`src/rtl/usr_shift_ctrl.sv`:
```
// Command sequencer for a combinational universal_shift_8bit datapath: owns the working
// register, turns load/shift-N/read commands into per-cycle mode selects, returns result.
module usr_shift_ctrl #(
    parameter int WIDTH = 8,
    parameter int CNT_W = 3
) (
    input  logic             clk,
    input  logic             rst_n,
    input  logic             clr,
    input  logic             cmd_valid,
    output logic             cmd_ready,
    input  logic [1:0]       cmd_op,
    input  logic [CNT_W-1:0] cmd_cnt,
    input  logic [WIDTH-1:0] cmd_data,
    output logic             rsp_valid,
    input  logic             rsp_ready,
    output logic [WIDTH-1:0] rsp_data,
    output logic             busy,
    output logic [WIDTH-1:0] usr_a,
    output logic [1:0]       usr_s,
    input  logic [WIDTH-1:0] usr_p
);

    localparam logic [1:0] OP_SHL  = 2'b00;
    localparam logic [1:0] OP_HOLD = 2'b01;
    localparam logic [1:0] OP_SHR  = 2'b10;
    localparam logic [1:0] OP_LOAD = 2'b11;

    typedef enum logic [1:0] {
        ST_IDLE,
        ST_LOAD,
        ST_SHIFT,
        ST_RESP
    } state_t;

    state_t             state_q, state_d;
    logic [WIDTH-1:0]   reg_q, reg_d;
    logic [CNT_W-1:0]   cnt_q, cnt_d;
    logic [1:0]         op_q, op_d;
    logic [WIDTH-1:0]   data_q, data_d;

    logic               cmd_ready_q;
    logic               rsp_valid_q;
    logic               busy_q;
    logic [WIDTH-1:0]   rsp_data_q;
    logic [WIDTH-1:0]   usr_a_q;
    logic [1:0]         usr_s_q;

    always_comb begin
        state_d = state_q;
        reg_d   = reg_q;
        cnt_d   = cnt_q;
        op_d    = op_q;
        data_d  = data_q;
        case (state_q)
            ST_IDLE: begin
                if (cmd_valid) begin
                    op_d   = cmd_op;
                    cnt_d  = cmd_cnt;
                    data_d = cmd_data;
                    if (cmd_op == OP_LOAD)
                        state_d = ST_LOAD;
                    else if (cmd_op != OP_HOLD && cmd_cnt != '0)
                        state_d = ST_SHIFT;
                    else
                        state_d = ST_RESP;
                end
            end
            ST_LOAD: begin
                reg_d   = usr_p;
                state_d = ST_RESP;
            end
            ST_SHIFT: begin
                reg_d = usr_p;
                cnt_d = cnt_q - CNT_W'(1);
                if (cnt_q == CNT_W'(1))
                    state_d = ST_RESP;
            end
            ST_RESP: begin
                if (rsp_ready)
                    state_d = ST_IDLE;
            end
            default: state_d = ST_IDLE;
        endcase
        // Abort beats any simultaneous command accept or pending response.
        if (clr) begin
            state_d = ST_IDLE;
            reg_d   = '0;
            cnt_d   = '0;
        end
    end

    // Outputs are registered from the next state so they line up with state_q.
    always_ff @(posedge clk or negedge rst_n) begin
        if (!rst_n) begin
            state_q     <= ST_IDLE;
            reg_q       <= '0;
            cnt_q       <= '0;
            op_q        <= OP_HOLD;
            data_q      <= '0;
            cmd_ready_q <= 1'b1;
            rsp_valid_q <= 1'b0;
            busy_q      <= 1'b0;
            rsp_data_q  <= '0;
            usr_a_q     <= '0;
            usr_s_q     <= OP_HOLD;
        end else begin
            state_q     <= state_d;
            reg_q       <= reg_d;
            cnt_q       <= cnt_d;
            op_q        <= op_d;
            data_q      <= data_d;
            cmd_ready_q <= (state_d == ST_IDLE);
            rsp_valid_q <= (state_d == ST_RESP);
            busy_q      <= (state_d != ST_IDLE);
            rsp_data_q  <= reg_d;
            case (state_d)
                ST_LOAD: begin
                    usr_a_q <= data_d;
                    usr_s_q <= OP_LOAD;
                end
                ST_SHIFT: begin
                    usr_a_q <= reg_d;
                    usr_s_q <= (op_d == OP_SHR) ? OP_SHR : OP_SHL;
                end
                default: begin
                    usr_a_q <= reg_d;
                    usr_s_q <= OP_HOLD;
                end
            endcase
        end
    end

    assign cmd_ready = cmd_ready_q;
    assign rsp_valid = rsp_valid_q;
    assign busy      = busy_q;
    assign rsp_data  = rsp_data_q;
    assign usr_a     = usr_a_q;
    assign usr_s     = usr_s_q;

endmodule
```
`config.mk`:
```
export PLATFORM = sky130hd
export DESIGN_NAME = usr_shift_ctrl
export DESIGN_NICKNAME = d
export VERILOG_FILES = /design/src/rtl/usr_shift_ctrl.sv
export SDC_FILE = /design/constraint.sdc
export NUM_CORES = 1
export LEC_CHECK = 0
export CAP_MARGIN = 15
export CORE_MARGIN = 2
export CORE_UTILIZATION = 51
export DETAILED_ROUTE_END_ITERATION = 7
export GPL_TIMING_DRIVEN = 1
export PLACE_DENSITY = 0.84
export SLEW_MARGIN = 15
export SYNTH_ARGS = -nofsm -noshare
export SYNTH_HDL_FRONTEND = slang
export SYNTH_SLANG_ARGS = --single-unit
```
`constraint.sdc`:
```
create_clock -name clk -period 4.65 [get_ports clk]
set_clock_uncertainty 0.15 [all_clocks]
set_input_delay 1.395 -clock clk [delete_from_list [all_inputs] [get_ports clk]]
set_output_delay 1.395 -clock clk [all_outputs]
set_load 0.02 [all_outputs]
```
Word-level counts from Yosys, hierarchy flattened. Index checks and enable logic that the tools add are counted.

$add $sub $neg: 1. Equality and inequality tests: 11. Muxes and demuxes: 19. Reductions and logical operators: 8.

Operator list (number): $mux W8 (5); $mux W2 (8); $eq A2 B2 Y1 const B (6); $pmux W2 S4 (1); $mux W3 (2); $pmux W3 S2 (1); $reduce_bool A3 Y1 (2); $eq A2 B1 Y1 const B (2); $logic_not A2 Y1 (2); $pmux W2 S2 (1); $eq A3 B1 Y1 const B (1); $ne A3 B3 Y1 const B (1); $sub A3 B1 Y3 const B (1); $ne A2 B1 Y1 const B (1); $reduce_and A2 Y1 (1); $reduce_bool A2 Y1 (1); $reduce_or A2 Y1 (1); $logic_and A1 B1 Y1 (1); $mux W1 (1).

Register bits after elaboration: 36. Input bits: 26. Output and inout port bits: 21. Word-level logic and storage cells: 49.

Longest topological paths before layout. Gate-level depths: netlist (run 1).

Word-level depth: 9. Depth in mapped cells: 11.

Worst setup path before layout (run 1). Ideal clock, no wire load.

Path type: in2reg. From: input cmd_cnt[0]. To: register usr_a_q[7] (netlist: usr_a[7]). Arrival time: 2.830 ns. Required time: 4.375 ns. Path slack: 1.545 ns. Cell stages on the path: 6. Path buffers: 1. Cell sequence: or4b_1 > o2111ai_1 > and2_1 > ha_1 > buf_4 > mux2_2.

Cells in the longest elaborated chain, start to end: 9.

Ends and longest elaborated chain: from (decl) (line 13) `input logic [CNT_W-1:0] cmd_cnt,`; $reduce_bool A3 Y1 (line 63) `else if (cmd_op != OP_HOLD && cmd_cnt != '0)`; $logic_and A1 B1 Y1 (line 63); $mux W1 (line 63); $mux W2 (line 61) `if (cmd_op == OP_LOAD)`; $mux W2 (line 57) `if (cmd_valid) begin`; $pmux W2 S4 (line 55) `case (state_q)`; $mux W2 (line 86) `if (clr) begin`; net state_d[0] (line 36) `state_t state_q, state_d;`; $eq A2 B1 Y1 (line 117) `case (state_d)`; $mux W8 (line 117); to (signal assigned) (line 119) `usr_a_q <= data_d;`; to (signal assigned) (line 123) `usr_a_q <= reg_d;`; to (signal assigned) (line 127) `usr_a_q <= reg_d;`; to (decl) (line 46) `logic [WIDTH-1:0] usr_a_q;`.

The timed path passes the listed nets, and every way through them passes these cells. A chain may end at the register's enable or synchronous reset.

Worst setup path after layout (run 1).
From: input cmd_valid. To: register usr_a_q[7] (netlist: usr_a[7]).

Cells in the longest elaborated chain, start to end: 5. Elaborated cells on any way between the ends: 7. Those cells by class: 1 x eq/ne; 6 x mux.

Ends and longest elaborated chain: from (decl) (line 10) `input logic cmd_valid,`; $mux W2 (line 57); $pmux W2 S4 (line 55); $mux W2 (line 86); net state_d[0] (line 36); $eq A2 B1 Y1 (line 117); $mux W8 (line 117).

The timed path passes the listed nets, and every way through them passes these cells.

==> flow_metrics.py, run 1 <==
metrics = {
    "outcome": {
        "status": "complete, no violations",
    },
    "synth": {
        "yosys_warnings": 0,
        "synthTopCellsByCount": "dfrtp_1, mux2_4, ha_1, nor2_1, mux2i_1",
        "synth_area_mm2": 0.00169,
        "seq_area_frac_synth_pct": 53.5,
        "synth_compound_area_share_pct": 6.37,
        "synthCells": 129,
        "synth.area.top_cells": "dfrtp_1, mux2_4, ha_1",
        "synthSimpleGateAreaFrac_pct": 9.03,
        "yosysMostFrequentCell": "dfrtp_1",
        "async_flop_share_pct": 100,
        "synth-main-ff-cell": "dfrtp_1",
        "synth_top_family_by_area": "multiplexers",
        "synth_edf_count": 0,
        "synth_fa_ha_area_share_pct": 7.40,
        "synth_xor_area_share_pct": 0,
        "synth_top_cell_by_area": "dfrtp_1",
        "syn_nets": 165,
        "syn_area_per_cell_um2": 13.1,
        "ys_ff_latch": 36,
        "synth_cell_types": 31,
        "synthMuxAreaShare_pct": 19.8,
        "synth_top_area_share_pct": 48.9,
    },
    "cts": {
        "cts_hold_buf": 0,
        "cts-root-buf": "clkbuf_4",
        "path_clk_slew_ns": 0.10,
        "htree_levels": 2,
        "cts_resized": 0,
        "clock_path_buffers": 2,
        "clock-sinks": 36,
        "cts_tree": "done",
        "cts_buffers": 5,
        "clk_latency_ns": 0.33,
        "cts_setup_buffers": 0,
    },
    "timing": {
        "tns_ns": 0,
        "final-hold-violation-count": 0,
        "post-route-period-util_pct": 78.5,
        "worst_pin_slew_ns": 0.557,
        "fmax_mhz": 274,
        "rsz0062_at_grt": "no",
        "maxSlewHeadroom_pct": 62.9,
        "period_minus_slack_ns": 3.65,
        "finalSetupViolCount": 0,
        "maxSlewViolCount": 0,
    },
    "worst_setup_path": {
        "crit_type": "input port to flop",
        "cp.arrival_ns": 3.73,
        "critical_path.cell_chain": "clkdlybuf4s50_1, or4b_1, o2111ai_1, and2_1, ha_1, mux2_2",
        "crit_start": "cmd_valid",
        "required_ns": 4.73,
        "endpoint_kind": "flop",
        "slowest_stage": "clkdlybuf4s50_1",
        "start_kind": "input port",
        "slowest_delay_ns": 0.62,
        "path_max_fanout": 9,
        "r2r_start": "state_q[0]",
    },
    "placement": {
        "routabilityCongestion": 0.860,
        "hpwl_um": 2450,
        "placed_cell_area_mm2": 0.00218,
        "port_buffers": 46,
    },
    "floorplan": {
        "rows": 20,
        "boundaryPins": 47,
        "die_h_um": 61.6,
        "die_x_um": 61.6,
        "start_util_pct": 54.5,
        "design.core.area_mm2": 0.00310,
        "die_area_mm2": 0.00379,
    },
    "global_routing": {
        "antenna_found_initial": 0,
        "grt_overflow_total": 0,
        "grt_pass1_vias": 1167,
        "grt_max_degree": 37,
        "track_usage_pct": 19.9,
        "grt_pass1_wl_um": 5330,
    },
    "finish": {
        "nNetsFinal": 214,
        "drive_above_1_share_pct": 19.6,
        "final_util_pct": 72.0,
        "antenna-diode-count": 0,
        "syn2layout_area_growth_pct": 32.2,
        "finalInstanceArea_mm2": 0.00223,
    },
    "power_and_ir_drop": {
        "intPower_mw": 0.871,
        "finalPower_mw": 1.36,
        "vdd_drop_max_mv": 0.300,
        "p_clk_share_pct": 11.7,
        "seq_power_share_pct": 36.8,
        "p_sw_share_pct": 36.1,
        "power_density_mw_per_mm2": 610,
        "power.switching_mw": 0.491,
        "pwr-share-comb_pct": 51.5,
        "leakage_nw": 1.02,
    },
    "routing": {
        "via_per_inst": 4.94,
        "vias": 1101,
        "totalWireLength_um": 3320,
        "drtAntennaViolNets": 0,
        "drc": 0,
        "drt-pass1-iter-count": 4,
        "drtIter0Drc": 49,
        "avgRoutedWirePerCell_um": 14.9,
    },
    "run": {
        "drv_cap": 0,
    },
    "hold_path": {
        "hold_path.class": "flop to flop",
        "hp-start": "cnt_q[1]",
    },
}
[power by group through the flow]
stage,clock network [mW],registers [mW],logic (mW)
2_1_floorplan,0,0.579,0.401
3_3_place_gp,0,0.500,0.685
3_5_place_dp,0,0.508,0.702
4_1_cts,0.165,0.502,0.707
5_1_grt,0.182,0.515,0.760
6_report,0.160,0.501,0.701
[cells in the final DEF (no fill, tap or decap)]
cell,netlist,layout
mux2i_1,8,8
nand2_1,6,6
clkbuf_4,0,5
clkinv_2,0,2
nand2_2,1,1
or2_2,1,1
inv_1,6,6
ha_1,10,10
a211oi_2,1,1
mux2_4,14,14
and2_1,2,2
clkdlybuf4s50_1,0,46
o21ai_0,5,5
dfstp_2,3,3
o2111ai_1,1,1
and3_1,1,1
dfrtp_1,33,33
and2b_2,1,1
mux2_2,4,4
nor2b_1,3,3
nor2_1,10,10
o31ai_1,3,3
buf_4,1,2
nand3b_1,1,1
a21oi_1,3,3
or4b_1,1,1
nor3b_1,1,1
clkinv_4,0,1
nand4b_1,1,1
a211oi_1,1,1
o21a_1,1,1
o41ai_1,1,1
[final cells by class]
type | count | area [um^2]
inverter | 6 | 22.5
tap | 44 | 55.1
fill | 238 | 868
clock buffer | 5 | 37.5
timing repair buffer | 48 | 475
sequential | 36 | 905
clock inverter | 3 | 18.8
multi-input combinational | 81 | 721
[metrics by stage]
step / hold WS (ns) / setup slack (ns) / instances
final: 0.346 / 1.00 / 223
after global routing: 0.376 / 0.934 / 223
after CTS: 0.348 / 1.00 / 223
after detailed placement: 0.324 / 0.641 / 215
after global placement: 0.315 / 0.681 / 215
after floorplan: 0.299 / 1.54 / 129
[cells by family after synthesis]
kind of cell | Yosys count
DFF | 36
and+or+nand+nor | 29
muxes | 26
AOI/OAI and AO/OA | 16
buffers and inverters | 12
adders and majority gates | 10
[worst paths after layout]
| check | end | slack [ns] | cells after the start |
|---|---|---|---|
| hold reg to reg | cnt_q[1] | 0.35 | 2 |
| max in group asynchronous | op_q[0] | 2.70 | 2 |
| setup / recovery | usr_a[7] | 1.00 | 6 |
| hold / removal | cnt_q[1] | 0.35 | 2 |
| min in group asynchronous | data_q[1] | 1.32 | 2 |
| setup reg to reg | usr_a[7] | 1.89 | 8 |
[flip-flops by register name, indices dropped and copies added (netlist names)]
register,flops
usr_s,2
cnt_q,3
rsp_valid,1
op_q,2
usr_a,8
busy,1
cmd_ready,1
data_q,8
state_q,2
rsp_data,8
[critical path: cells and delay by family]
family | cells | cell delay (ns)
multiplexers | 1 | 0.39
AND/OR/NAND/NOR | 2 | 0.69
buffers and inverters | 1 | 0.62
adder cells (fa/ha/maj) | 1 | 0.53
AO/OA/AOI/OAI | 1 | 0.10
[layer usage]
metal / vias up / share of wire, % / global-route usage (%) / routed length, um
li1: 540 / - / - / -
met1: 522 / 41 / 23.0 / 1350
met2: 30 / 53 / 34.1 / 1760
met3: 9 / 4.0 / 4.62 / 133
met4: 0 / 2.6 / 10.6 / 85
met5: - / 0 / 0 / 0
No activity file was read; power rests on OpenSTA's default activity.
==> inputs of run 2 (changes only) <==
CORE_UTILIZATION = 47   (was 51)
PLACE_DENSITY = 0.79   (was 0.84)
clock period = 3.4 ns   (was 4.65 ns; I/O delays follow)
==> flow_metrics.py, run 2 (synthesized netlist as in run 1, its figures left out) <==
metrics = {
    "floorplan": {
        "die_x_um": 64.0,
        "die_h_um": 64.0,
        "start_util_pct": 49.9,
        "rows": 21,
        "boundaryPins": 47,
        "design.core.area_mm2": 0.00339,
        "die_area_mm2": 0.00409,
    },
    "timing": {
        "final-hold-violation-count": 0,
        "finalSetupViolCount": 0,
        "period_minus_slack_ns": 2.92,
        "tns_ns": 0,
        "worst_pin_slew_ns": 0.505,
        "fmax_mhz": 342,
        "maxSlewViolCount": 0,
        "maxSlewHeadroom_pct": 66.3,
        "post-route-period-util_pct": 85.9,
        "rsz0062_at_grt": "no",
    },
    "routing": {
        "drc": 0,
        "totalWireLength_um": 3410,
        "avgRoutedWirePerCell_um": 15.0,
        "vias": 1128,
        "drtIter0Drc": 37,
        "via_per_inst": 4.95,
        "drtAntennaViolNets": 0,
        "drt-pass1-iter-count": 4,
    },
    "finish": {
        "antenna-diode-count": 0,
        "nNetsFinal": 217,
        "syn2layout_area_growth_pct": 35.1,
        "final_util_pct": 67.4,
        "fillCellCount": 250,
        "drive_above_1_share_pct": 20.9,
        "multiInputGateArea_um2": 721,
        "regArea_um2": 905,
        "layout_common_cells": "clkdlybuf4s50_1, dfrtp_1, mux2_4",
        "final_common_cell": "clkdlybuf4s50_1",
    },
    "cts": {
        "cts_setup_buffers": 0,
        "clock-sinks": 36,
        "clock_path_buffers": 2,
        "cts-root-buf": "clkbuf_4",
        "cts_buffers": 5,
        "cts_resized": 0,
        "cts_tree": "done",
        "clk_latency_ns": 0.33,
        "cts_hold_buf": 0,
        "path_clk_slew_ns": 0.11,
        "htree_levels": 2,
    },
    "worst_setup_path": {
        "cp.arrival_ns": 3.00,
        "required_ns": 3.48,
        "crit_type": "input port to flop",
        "path_max_fanout": 5,
        "start_kind": "input port",
        "endpoint_kind": "flop",
    },
    "global_routing": {
        "track_usage_pct": 19.2,
        "grt_max_degree": 37,
        "antenna_found_initial": 0,
        "grt_pass1_wl_um": 5950,
        "grt_pass1_vias": 1215,
        "grt_overflow_total": 0,
    },
    "placement": {
        "routabilityCongestion": 0.882,
        "port_buffers": 46,
        "hpwl_um": 2640,
    },
    "hold_path": {
        "hold_path.class": "flop to flop",
    },
    "power_and_ir_drop": {
        "leakage_nw": 1.04,
        "vdd_drop_max_mv": 0.375,
        "finalPower_mw": 1.95,
        "power_density_mw_per_mm2": 856,
    },
    "run": {
        "drv_cap": 0,
    },
    "outcome": {
        "status": "complete, no violations",
    },
}
## run 2: report_power, final
part	internal (mW)	leakage [nW]	total [mW]	switching, mW
logic	0.511	0.546	0.974	0.464
registers	0.612	0.453	0.685	0.0734
clock network	0.153	0.0412	0.294	0.141
total	1.28	1.04	1.95	0.678
## run 2: layout make-up
class / count / share of cell area (%)
inverters: 6 / 0.986
flip-flops and latches: 36 / 39.6
clock buffers: 5 / 1.64
clock inverters: 3 / 1.86
multi-input cells: 81 / 31.6
well taps: 46 / 2.52
repair buffers: 51 / 21.8
## run 2: path summary, 6_finish.rpt
path,to,from,cells past startpoint,slack [ns]
worst min-delay path,cnt_q[1],cnt_q[1],2,0.34
worst max register to register,usr_a[2],state_q[0],9,0.92
max in group asynchronous,usr_s[0],rst_n,2,1.82
worst max-delay path,usr_a[2],cmd_valid,7,0.48
worst min register to register,cnt_q[1],cnt_q[1],2,0.34
min in group asynchronous,rsp_valid,rst_n,2,0.94
## run 2: per-layer routing
metal | wire length [um] | global-route usage (%) | up-vias
met1 | 1430 | 23.6 | 555
met2 | 1820 | 32.9 | 25
met3 | 112 | 4.23 | 5
li1 | - | - | 543
met5 | 0 | 0 | -
met4 | 54 | 7.34 | 0
## run 2: through the flow
step                setup WS, ns  area (um^2)  instances  hold slack, ns
detailed placement         0.121         2200        220           0.328
floorplan                  0.670         1690        129           0.299
CTS                        0.482         2280        228           0.356
global placement           0.164         2200        220           0.318
global route               0.394         2280        228           0.373
finish                     0.479         2280        228           0.345
## run 2: critical path, stage by stage
cell,delay (ns)
clkdlybuf4s50_1,0.54
or4b_1,0.46
o2111ai_1,0.11
and2_1,0.22
ha_1,0.18
buf_4,0.17
mux2_4,0.30
==> inputs of run 3 (changes only) <==
PLACE_DENSITY = 0.84   (was 0.79)
==> flow_metrics.py, run 3 (synthesized netlist as in run 1, its figures left out) <==
metrics = {
    "outcome": {
        "status": "complete, no violations",
    },
    "finish": {
        "final_common_cell": "clkdlybuf4s50_1",
        "fillCellCount": 246,
        "layout_common_cells": "clkdlybuf4s50_1, dfrtp_1, mux2_4",
        "regArea_um2": 905,
        "drive_above_1_share_pct": 20.2,
        "antenna-diode-count": 0,
        "syn2layout_area_growth_pct": 34.0,
        "multiInputGateArea_um2": 721,
        "nNetsFinal": 218,
    },
    "cts": {
        "cts_setup_buffers": 0,
        "cts-root-buf": "clkbuf_4",
        "clk_latency_ns": 0.35,
        "path_clk_slew_ns": 0.10,
        "htree_levels": 2,
        "cts_tree": "done",
        "cts_hold_buf": 0,
        "cts_resized": 0,
        "cts_buffers": 5,
        "clock_path_buffers": 2,
        "clock-sinks": 36,
    },
    "power_and_ir_drop": {
        "vdd_drop_max_mv": 0.368,
        "finalPower_mw": 1.91,
        "leakage_nw": 1.03,
        "power_density_mw_per_mm2": 842,
    },
    "routing": {
        "drtAntennaViolNets": 0,
        "vias": 1162,
        "avgRoutedWirePerCell_um": 16.0,
        "drtIter0Drc": 34,
        "totalWireLength_um": 3670,
        "drc": 0,
        "via_per_inst": 5.07,
        "drt-pass1-iter-count": 4,
    },
    "global_routing": {
        "track_usage_pct": 20.4,
        "grt_pass1_wl_um": 6070,
        "grt_max_degree": 37,
        "grt_overflow_total": 0,
        "grt_pass1_vias": 1272,
        "antenna_found_initial": 0,
    },
    "worst_setup_path": {
        "r2r_cells": 9,
        "critical_path.cell_chain": "clkdlybuf4s50_1, or4b_1, o2111ai_1, and2_1, ha_1, buf_4, mux2_4",
        "start_kind": "input port",
        "crit_type": "input port to flop",
        "r2r_slack_ns": 0.81,
        "slowest_delay_ns": 0.56,
        "crit_start": "cmd_valid",
        "slowest_stage": "clkdlybuf4s50_1",
        "cp.arrival_ns": 3.09,
        "r2r_start": "state_q[0]",
        "required_ns": 3.49,
        "endpoint_kind": "flop",
        "path_max_fanout": 6,
        "r2r-end": "usr_a[5]",
        "crit_path_end": "usr_a[5]",
    },
    "timing": {
        "tns_ns": 0,
        "maxSlewHeadroom_pct": 67.9,
        "maxSlewViolCount": 0,
        "period_minus_slack_ns": 2.99,
        "worst_pin_slew_ns": 0.481,
        "post-route-period-util_pct": 88.0,
        "final-hold-violation-count": 0,
        "finalSetupViolCount": 0,
        "fmax_mhz": 334,
        "rsz0062_at_grt": "no",
    },
    "floorplan": {
        "design.core.area_mm2": 0.00339,
        "die_area_mm2": 0.00409,
        "start_util_pct": 49.9,
        "rows": 21,
        "boundaryPins": 47,
        "die_x_um": 64.0,
        "die_h_um": 64.0,
    },
    "placement": {
        "routabilityCongestion": 0.813,
        "port_buffers": 46,
        "hpwl_um": 2760,
    },
    "run": {
        "drv_cap": 0,
    },
    "hold_path": {
        "hold_path.class": "flop to flop",
    },
}
run 3: through the flow:
step                      instances  hold slack (ns)  setup slack [ns]  utilization [%]  cell area (um^2)
after global placement          221            0.314             0.117             65.2              2210
final                           229            0.356             0.407             66.8              2260
after global routing            229            0.374             0.335             66.8              2260
after detailed placement        221            0.333            0.0267             65.2              2210
after CTS                       229            0.359             0.411             66.8              2260
after floorplan                 129            0.299             0.670                -              1690
run 3: cell type report:
class	count	share of cell area, %
timing repair buffer	52	22.3
multi-input combinational	81	31.8
sequential	36	39.9
inverter	6	0.994
tap	46	2.54
clock inverter	1	0.387
clock buffer	7	1.99
run 3: layer usage:
metal | up-vias | track usage, % | wire length [um] | share of wire (%)
met5 | - | 0 | 0 | 0
met4 | 0 | 11.1 | 92 | 2.5
met3 | 10 | 6.51 | 154 | 4.2
met2 | 34 | 34.9 | 2000 | 54
met1 | 573 | 22.2 | 1430 | 39
li1 | 545 | - | - | -
run 3: how the worst min path moves through the flow:
stage	cells past startpoint	to	start	slack, ns
after floorplan	2	cnt_q[1]	cnt_q[1]	0.30
after global placement	2	cnt_q[1]	cnt_q[1]	0.31
after detailed placement	1	data_q[1]	data_q[1]	0.33
after CTS	1	data_q[4]	data_q[4]	0.36
after global routing	1	data_q[6]	data_q[6]	0.37
final	1	data_q[1]	data_q[1]	0.36
run 3: worst max-delay path: cells and delay by family:
kind	cells	cell delay, ns
buf+inv	2	0.76
simple gates	2	0.66
mux	1	0.30
fa+ha+maj	1	0.24
compound gates	1	0.11
run 3: power breakdown:
part	internal (mW)	switching, mW	leakage [nW]
logic	0.519	0.471	0.552
registers	0.612	0.0781	0.453
clock network	0.0829	0.142	0.0295
total	1.21	0.692	1.03
